### config.mk
export PLATFORM = sky130hd
export DESIGN_NAME = vend_change_fsm_flat
export DESIGN_NICKNAME = d
export VERILOG_FILES = /design/src/rtl/vend_change_if.sv /design/src/rtl/vend_change_fsm.sv /design/src/flat_wrapper.sv
export SDC_FILE = /design/constraint.sdc
export NUM_CORES = 1
export LEC_CHECK = 0
export ABC_AREA = 1
export BUFFER_PORTS_ARGS = -buffer_cell sky130_fd_sc_hd__clkbuf_2
export CAP_MARGIN = 5
export CORE_MARGIN = 4
export CORE_UTILIZATION = 35
export CTS_BUF_LIST = sky130_fd_sc_hd__clkbuf_4 sky130_fd_sc_hd__clkbuf_8
export DETAILED_ROUTE_END_ITERATION = 10
export PLACE_DENSITY_LB_ADDON = 0.05
export SYNTH_ARGS = -nofsm -noshare
export SYNTH_HDL_FRONTEND = slang
export SYNTH_SLANG_ARGS = --single-unit
### constraint.sdc
create_clock -name clk -period 2.2 [get_ports clk]
set_input_delay 0 -clock clk [delete_from_list [all_inputs] [get_ports clk]]
set_output_delay 0 -clock clk [all_outputs]
set_load 0.01 [all_outputs]
### src/rtl/vend_change_if.sv
// Coin-side and hopper-side handshake bundle for the vending controller.
// master drives coins, cancel and change_ack; slave is the controller.
interface vend_change_if #(
    parameter int AMT_W = 6,
    parameter int CNT_W = 3
);
    logic             coin_valid;
    logic [AMT_W-1:0] coin_amt;
    logic             coin_ready;
    logic             cancel;
    logic             coin_reject;
    logic             coffee;
    logic             change_valid;
    logic [AMT_W-1:0] change_amt;
    logic             change_ack;
    logic [AMT_W-1:0] credit;
    logic [CNT_W-1:0] count;
    logic             busy;

    modport master (
        output coin_valid, coin_amt, cancel, change_ack,
        input  coin_ready, coin_reject, coffee, change_valid, change_amt,
               credit, count, busy
    );

    modport slave (
        input  coin_valid, coin_amt, cancel, change_ack,
        output coin_ready, coin_reject, coffee, change_valid, change_amt,
               credit, count, busy
    );
endinterface

### src/rtl/vend_change_fsm.sv
// Coffee vending controller: accumulates coin credit, vends at PRICE, pays change,
// refunds on cancel, rejects overflowing coins and counts cups (saturating).
module vend_change_fsm #(
    parameter int AMT_W      = 6,
    parameter int PRICE      = 20,
    parameter int MAX_CREDIT = 63,
    parameter int CNT_W      = 3
) (
    input logic         clk,
    input logic         rst,
    vend_change_if.slave bus
);
    typedef enum logic [1:0] {
        S_IDLE,
        S_COLLECT,
        S_VEND,
        S_CHANGE
    } state_t;

    localparam logic [AMT_W-1:0] PRICE_A = AMT_W'(PRICE);
    localparam logic [AMT_W:0]   MAX_X   = (AMT_W+1)'(MAX_CREDIT);
    localparam logic [CNT_W-1:0] CNT_MAX = '1;

    state_t           r_state, w_state_nxt;
    logic [AMT_W-1:0] r_credit, w_credit_nxt;
    logic [AMT_W-1:0] r_change_amt, w_change_amt_nxt;
    logic             r_change_valid, w_change_valid_nxt;
    logic [CNT_W-1:0] r_count, w_count_nxt;
    logic             r_coffee, w_coffee_nxt;
    logic             r_coin_reject, w_coin_reject_nxt;

    logic             w_coin_ready;
    logic             w_accept;
    logic             w_fits;
    logic [AMT_W:0]   w_sum;

    assign w_coin_ready = ((r_state == S_IDLE) || (r_state == S_COLLECT)) && (r_credit < PRICE_A);
    assign w_accept     = bus.coin_valid && w_coin_ready && (bus.coin_amt != '0);
    // One extra bit so an overflowing sum is seen rather than wrapped.
    assign w_sum        = {1'b0, r_credit} + {1'b0, bus.coin_amt};
    assign w_fits       = (w_sum <= MAX_X);

    always_comb begin
        // NOTE: every next-value signal gets a default first, so no path leaves it unassigned and no latch is inferred.
        w_state_nxt        = r_state;
        w_credit_nxt       = r_credit;
        w_change_amt_nxt   = r_change_amt;
        w_change_valid_nxt = r_change_valid;
        w_count_nxt        = r_count;
        w_coffee_nxt       = 1'b0;
        w_coin_reject_nxt  = w_accept && !w_fits;

        case (r_state)
            S_IDLE: begin
                if (w_accept && w_fits) begin
                    w_credit_nxt = w_sum[AMT_W-1:0];
                    w_state_nxt  = S_COLLECT;
                end
            end
            S_COLLECT: begin
                if (bus.cancel) begin
                    w_change_amt_nxt   = (w_accept && w_fits) ? w_sum[AMT_W-1:0] : r_credit;
                    w_change_valid_nxt = 1'b1;
                    w_credit_nxt       = '0;
                    w_state_nxt        = S_CHANGE;
                end else if (r_credit >= PRICE_A) begin
                    w_state_nxt = S_VEND;
                end else if (w_accept && w_fits) begin
                    w_credit_nxt = w_sum[AMT_W-1:0];
                end
            end
            S_VEND: begin
                w_coffee_nxt = 1'b1;
                w_credit_nxt = '0;
                if (r_count != CNT_MAX) begin
                    w_count_nxt = r_count + 1'b1;
                end
                if (r_credit > PRICE_A) begin
                    w_change_amt_nxt   = r_credit - PRICE_A;
                    w_change_valid_nxt = 1'b1;
                    w_state_nxt        = S_CHANGE;
                end else begin
                    w_state_nxt = S_IDLE;
                end
            end
            S_CHANGE: begin
                if (bus.change_ack) begin
                    w_change_amt_nxt   = '0;
                    w_change_valid_nxt = 1'b0;
                    w_state_nxt        = S_IDLE;
                end
            end
            default: w_state_nxt = S_IDLE;
        endcase
    end

    // NOTE: registers update with non-blocking assignments so every flop samples pre-edge values.
    always_ff @(posedge clk or posedge rst) begin
        if (rst) begin
            r_state        <= S_IDLE;
            r_credit       <= '0;
            r_change_amt   <= '0;
            r_change_valid <= 1'b0;
            r_count        <= '0;
            r_coffee       <= 1'b0;
            r_coin_reject  <= 1'b0;
        end else begin
            r_state        <= w_state_nxt;
            r_credit       <= w_credit_nxt;
            r_change_amt   <= w_change_amt_nxt;
            r_change_valid <= w_change_valid_nxt;
            r_count        <= w_count_nxt;
            r_coffee       <= w_coffee_nxt;
            r_coin_reject  <= w_coin_reject_nxt;
        end
    end

    assign bus.coin_ready   = w_coin_ready;
    assign bus.coin_reject  = r_coin_reject;
    assign bus.coffee       = r_coffee;
    assign bus.change_valid = r_change_valid;
    assign bus.change_amt   = r_change_amt;
    assign bus.credit       = r_credit;
    assign bus.count        = r_count;
    assign bus.busy         = (r_state == S_VEND) || (r_state == S_CHANGE);
endmodule
### src/flat_wrapper.sv
// flat-port wrapper written by rule: the top's interface ports become plain ports
module vend_change_fsm_flat 
#(
    parameter int AMT_W      = 6,
    parameter int PRICE      = 20,
    parameter int MAX_CREDIT = 63,
    parameter int CNT_W      = 3
)
  (clk, rst, bus_coin_valid, bus_coin_amt, bus_cancel, bus_change_ack, bus_coin_ready, bus_coin_reject, bus_coffee, bus_change_valid, bus_change_amt, bus_credit, bus_count, bus_busy);
  vend_change_if #(.AMT_W(AMT_W), .CNT_W(CNT_W)) bus_i ();
  input logic clk;
  input logic rst;
  input wire logic [$bits(bus_i.coin_valid)-1:0] bus_coin_valid;
  input wire logic [$bits(bus_i.coin_amt)-1:0] bus_coin_amt;
  input wire logic [$bits(bus_i.cancel)-1:0] bus_cancel;
  input wire logic [$bits(bus_i.change_ack)-1:0] bus_change_ack;
  output wire logic [$bits(bus_i.coin_ready)-1:0] bus_coin_ready;
  output wire logic [$bits(bus_i.coin_reject)-1:0] bus_coin_reject;
  output wire logic [$bits(bus_i.coffee)-1:0] bus_coffee;
  output wire logic [$bits(bus_i.change_valid)-1:0] bus_change_valid;
  output wire logic [$bits(bus_i.change_amt)-1:0] bus_change_amt;
  output wire logic [$bits(bus_i.credit)-1:0] bus_credit;
  output wire logic [$bits(bus_i.count)-1:0] bus_count;
  output wire logic [$bits(bus_i.busy)-1:0] bus_busy;
  assign bus_i.coin_valid = bus_coin_valid;
  assign bus_i.coin_amt = bus_coin_amt;
  assign bus_i.cancel = bus_cancel;
  assign bus_i.change_ack = bus_change_ack;
  assign bus_coin_ready = bus_i.coin_ready;
  assign bus_coin_reject = bus_i.coin_reject;
  assign bus_coffee = bus_i.coffee;
  assign bus_change_valid = bus_i.change_valid;
  assign bus_change_amt = bus_i.change_amt;
  assign bus_credit = bus_i.credit;
  assign bus_count = bus_i.count;
  assign bus_busy = bus_i.busy;
  vend_change_fsm #(.AMT_W(AMT_W), .PRICE(PRICE), .MAX_CREDIT(MAX_CREDIT), .CNT_W(CNT_W)) u_core (.clk(clk), .rst(rst), .bus(bus_i));
endmodule
==> run_results.csv <==
group,metric,value,unit
critical_path,crit_path_cell_trace,"ha_1 > inv_1 > fa_1 > inv_1 > nand3_2 > clkinv_1 > nor2_4 > nand2_4 > nand2_1 > nand2_1 > nand2_1 > a21oi_1",
route,vias_per_cell,4.74,
route,firstDrtPassIters,4,
place,dp_slack,0.220,ns
synthesis,synthCells,203,
timing,final.period_utilization,89.9,%
critical_path,worst_path_most_repeated_cell,"nand2_1",
timing,worst_clock_skew,0.00645,ns
global_routing,use_met2,23.2,%
synthesis,synth_commonest_cells,"nand2_1 (47), inv_1 (27), dfrtp_1 (20), nor2_1 (20)",
timing,tightest_slew,0.827,ns
clocking,cts.clk_slew.worst_paths,0.08,ns
place,gp_congestion,0.771,
route,routed-via-count,1378,
route,antenna_left,0,
clocking,cts-htree-levels,1,
critical_path,crit_path_start_kind,"flop",
critical_path,crit_type,"reg -> reg",
timing,hold_violations,0,
power_and_ir_drop,peakVddDrop,0.537,mV
synthesis,async_flop_share,100,%
route,dr.first_iter.drc_count,63,
clocking,cts_tree,"yes",
timing,maxSlewHeadroom,44.8,%
route,finalWirelength,3760,µm
timing,layout_min_cycle_time,1.98,ns
global_routing,grt_antenna_before_repair,0,
critical_path,critPathRequiredTime,2.39,ns
global_routing,grt_overflow,0,
cells_and_area,fin_cells,291,
critical_path,critPathCaptureType,"flop",
floorplan,design.die.area,0.00559,mm²
floorplan,rows,24,
synthesis,synth_top_area_share,32.1,%
power_and_ir_drop,power.density,1440,mW/mm²
timing,setup_viol,0,
synthesis,synth_enable_flop_cells,0,
timing,fin_ws,0.222,ns
place,numPortBuffers,30,
critical_path,crit_slowest_cell,"dfrtp_1",
synthesis,yosys_warnings,0,
place,dp_cells,286,
global_routing,use_met3,2.94,%
clocking,cts_sinks,20,
critical_path,cp.arrival,2.16,ns
power_and_ir_drop,p_leak,1.01,nW
synthesis,yosys-top-cells-area,"dfrtp_1 (32%), nand2_1 (11%), ha_1 (11%)",
synthesis,ys.flop_type,"dfrtp_1",
clocking,cts_root_buf,"clkbuf_8",
synthesis,synth_most_common_cell,"nand2_1",
timing,maxSlewViolCount,0,
cells_and_area,num-nets-final,266,
clocking,cts_resized,0,
global_routing,grt_pass1_wl,6350,µm
synthesis,ys_ff_latch,20,
clocking,cts_setup_buffers,0,
global_routing,grt_pass1_vias,1305,
critical_path,critical-path-max-stage-delay,0.43,ns
timing,rsz0062_at_grt,"no",
clocking,numCtsBuffers,3,
min_path,hp-class,"in -> reg",
global_routing,top_usage_layer,"met2",
floorplan,io_pins,31,
run_status,status,"finished, final reports clean",
cells_and_area,n_antenna_cell,0,
synthesis,synth_top_area_cell,"dfrtp_1",
synthesis,synth_sequential_area_ratio,32.1,%
global_routing,grt_start_max_net_pins,21,
critical_path,worstPathMaxFanout,7,
route,wl_per_cell,12.9,µm
global_routing,use_met1,21.8,%
timing,fin_setup_tns,0,ns
floorplan,start_util,36.1,%
floorplan,fp.dieW,74.7,µm
flow_run,maxCapViolations,0,
synthesis,netlist_area,0.00156,mm²
place,dp_hpwl,3070,µm
timing,max_freq,506,MHz
cells_and_area,area_growth,18.6,%
synthesis,avgSynthCellArea,7.68,µm²
floorplan,dieHeight,74.7,µm
synthesis,synth_nets,229,
clocking,clockBufferDepth,2,
floorplan,core_region_area,0.00432,mm²
clocking,clkLatencyLatePin,0.26,ns
synthesis,yosysUniqueCellTypes,29,
cells_and_area,fill_cells,476,
clocking,holdBufCountCts,1,
cells_and_area,drive_above_1_share,27.2,%
route,drc,0,
global_routing,gr-usage-all-layers,14.8,%
## flip-flops by register name (all words and copies together) (netlist names)
signal / cells
u_core.bus.count: 3
u_core.bus.coffee: 1
u_core.bus.change_amt: 6
u_core.r_state: 2
u_core.bus.coin_reject: 1
u_core.bus.change_valid: 1
u_core.bus.credit: 6
## where the power goes
part	switching, mW	leakage (nW)	internal, mW
clock	0.130	0.0288	0.159
combinational	1.05	0.728	0.667
sequential	0.115	0.248	0.537
total	1.30	1.01	1.36
## layout make-up
cell class,instances,area [µm²],share of cell area [%]
Timing Repair Buffer,33,175,9.47
Clock buffer,4,55.1,2.98
Tap cell,52,65.1,3.52
Multi-Input combinational cell,151,937,50.7
Inverter,31,116,6.29
Sequential cell,20,500,27.1
## per-layer routing
metal  part of all wire, %  wire [µm]
met1                    50       1890
met2                    45       1700
met3                   4.5        168
met4                  0.21          8
met5                     0          0
## path summary, 6_finish.rpt
| kind | start | to | slack [ns] | depth (start not counted) |
|---|---|---|---|---|
| hold reg to reg | u_core.bus.change_valid | u_core.bus.change_valid | 0.50 | 2 |
| max in group asynchronous | rst | u_core.bus.credit[3] | 1.26 | 3 |
| min in group asynchronous | rst | u_core.bus.change_amt[5] | 0.43 | 3 |
| setup reg to reg | u_core.bus.credit[0] | u_core.bus.change_amt[3] | 0.22 | 12 |
| setup / recovery | u_core.bus.credit[0] | u_core.bus.change_amt[3] | 0.22 | 12 |
| hold / removal | bus_coin_valid | u_core.bus.coin_reject | 0.02 | 3 |
## critical path, delay by kind of cell, from the launching register on
family          cells  cell delay [ns]
simple gates        6             0.46
flops               1             0.43
fa+ha+maj           2             0.61
compound gates      1             0.14
buf+inv             3             0.26
## kinds of logic after synthesis
kind of cell    synth area share, %
simple gates                   33.9
buf+inv                        7.78
compound gates                 10.6
flops                          32.1
fa+ha+maj                      12.5
xor+xnor                       1.69
mux                            1.44
## cells in the final DEF (no fill, tap or decap), drive strengths merged
cell / instances
inv: 30
nor3: 2
o22ai: 3
fa: 1
xor2: 2
nor2: 25
nand4: 1
clkinv: 1
nand2: 56
clkbuf: 34
ha: 14
xnor2: 1
dlygate4sd3: 1
mux2: 2
a21oi: 16
nand3: 17
buf: 2
dfrtp: 20
nand3b: 2
or2: 1
o21ai: 8
## per-stage QoR
stage / power [mW] / hold slack (ns) / utilization (%) / cell area [µm²]
2_1_floorplan: 1.92 / -0.0362 / - / 1560
3_3_place_gp: 2.43 / 0.184 / 41.3 / 1780
3_5_place_dp: 2.41 / 0.182 / 41.3 / 1780
4_1_cts: 2.71 / 0.0181 / 42.8 / 1850
5_1_grt: 2.96 / 0.0339 / 42.8 / 1850
6_report: 2.66 / 0.0246 / 42.8 / 1850
Power figures use the tool's default switching activity.
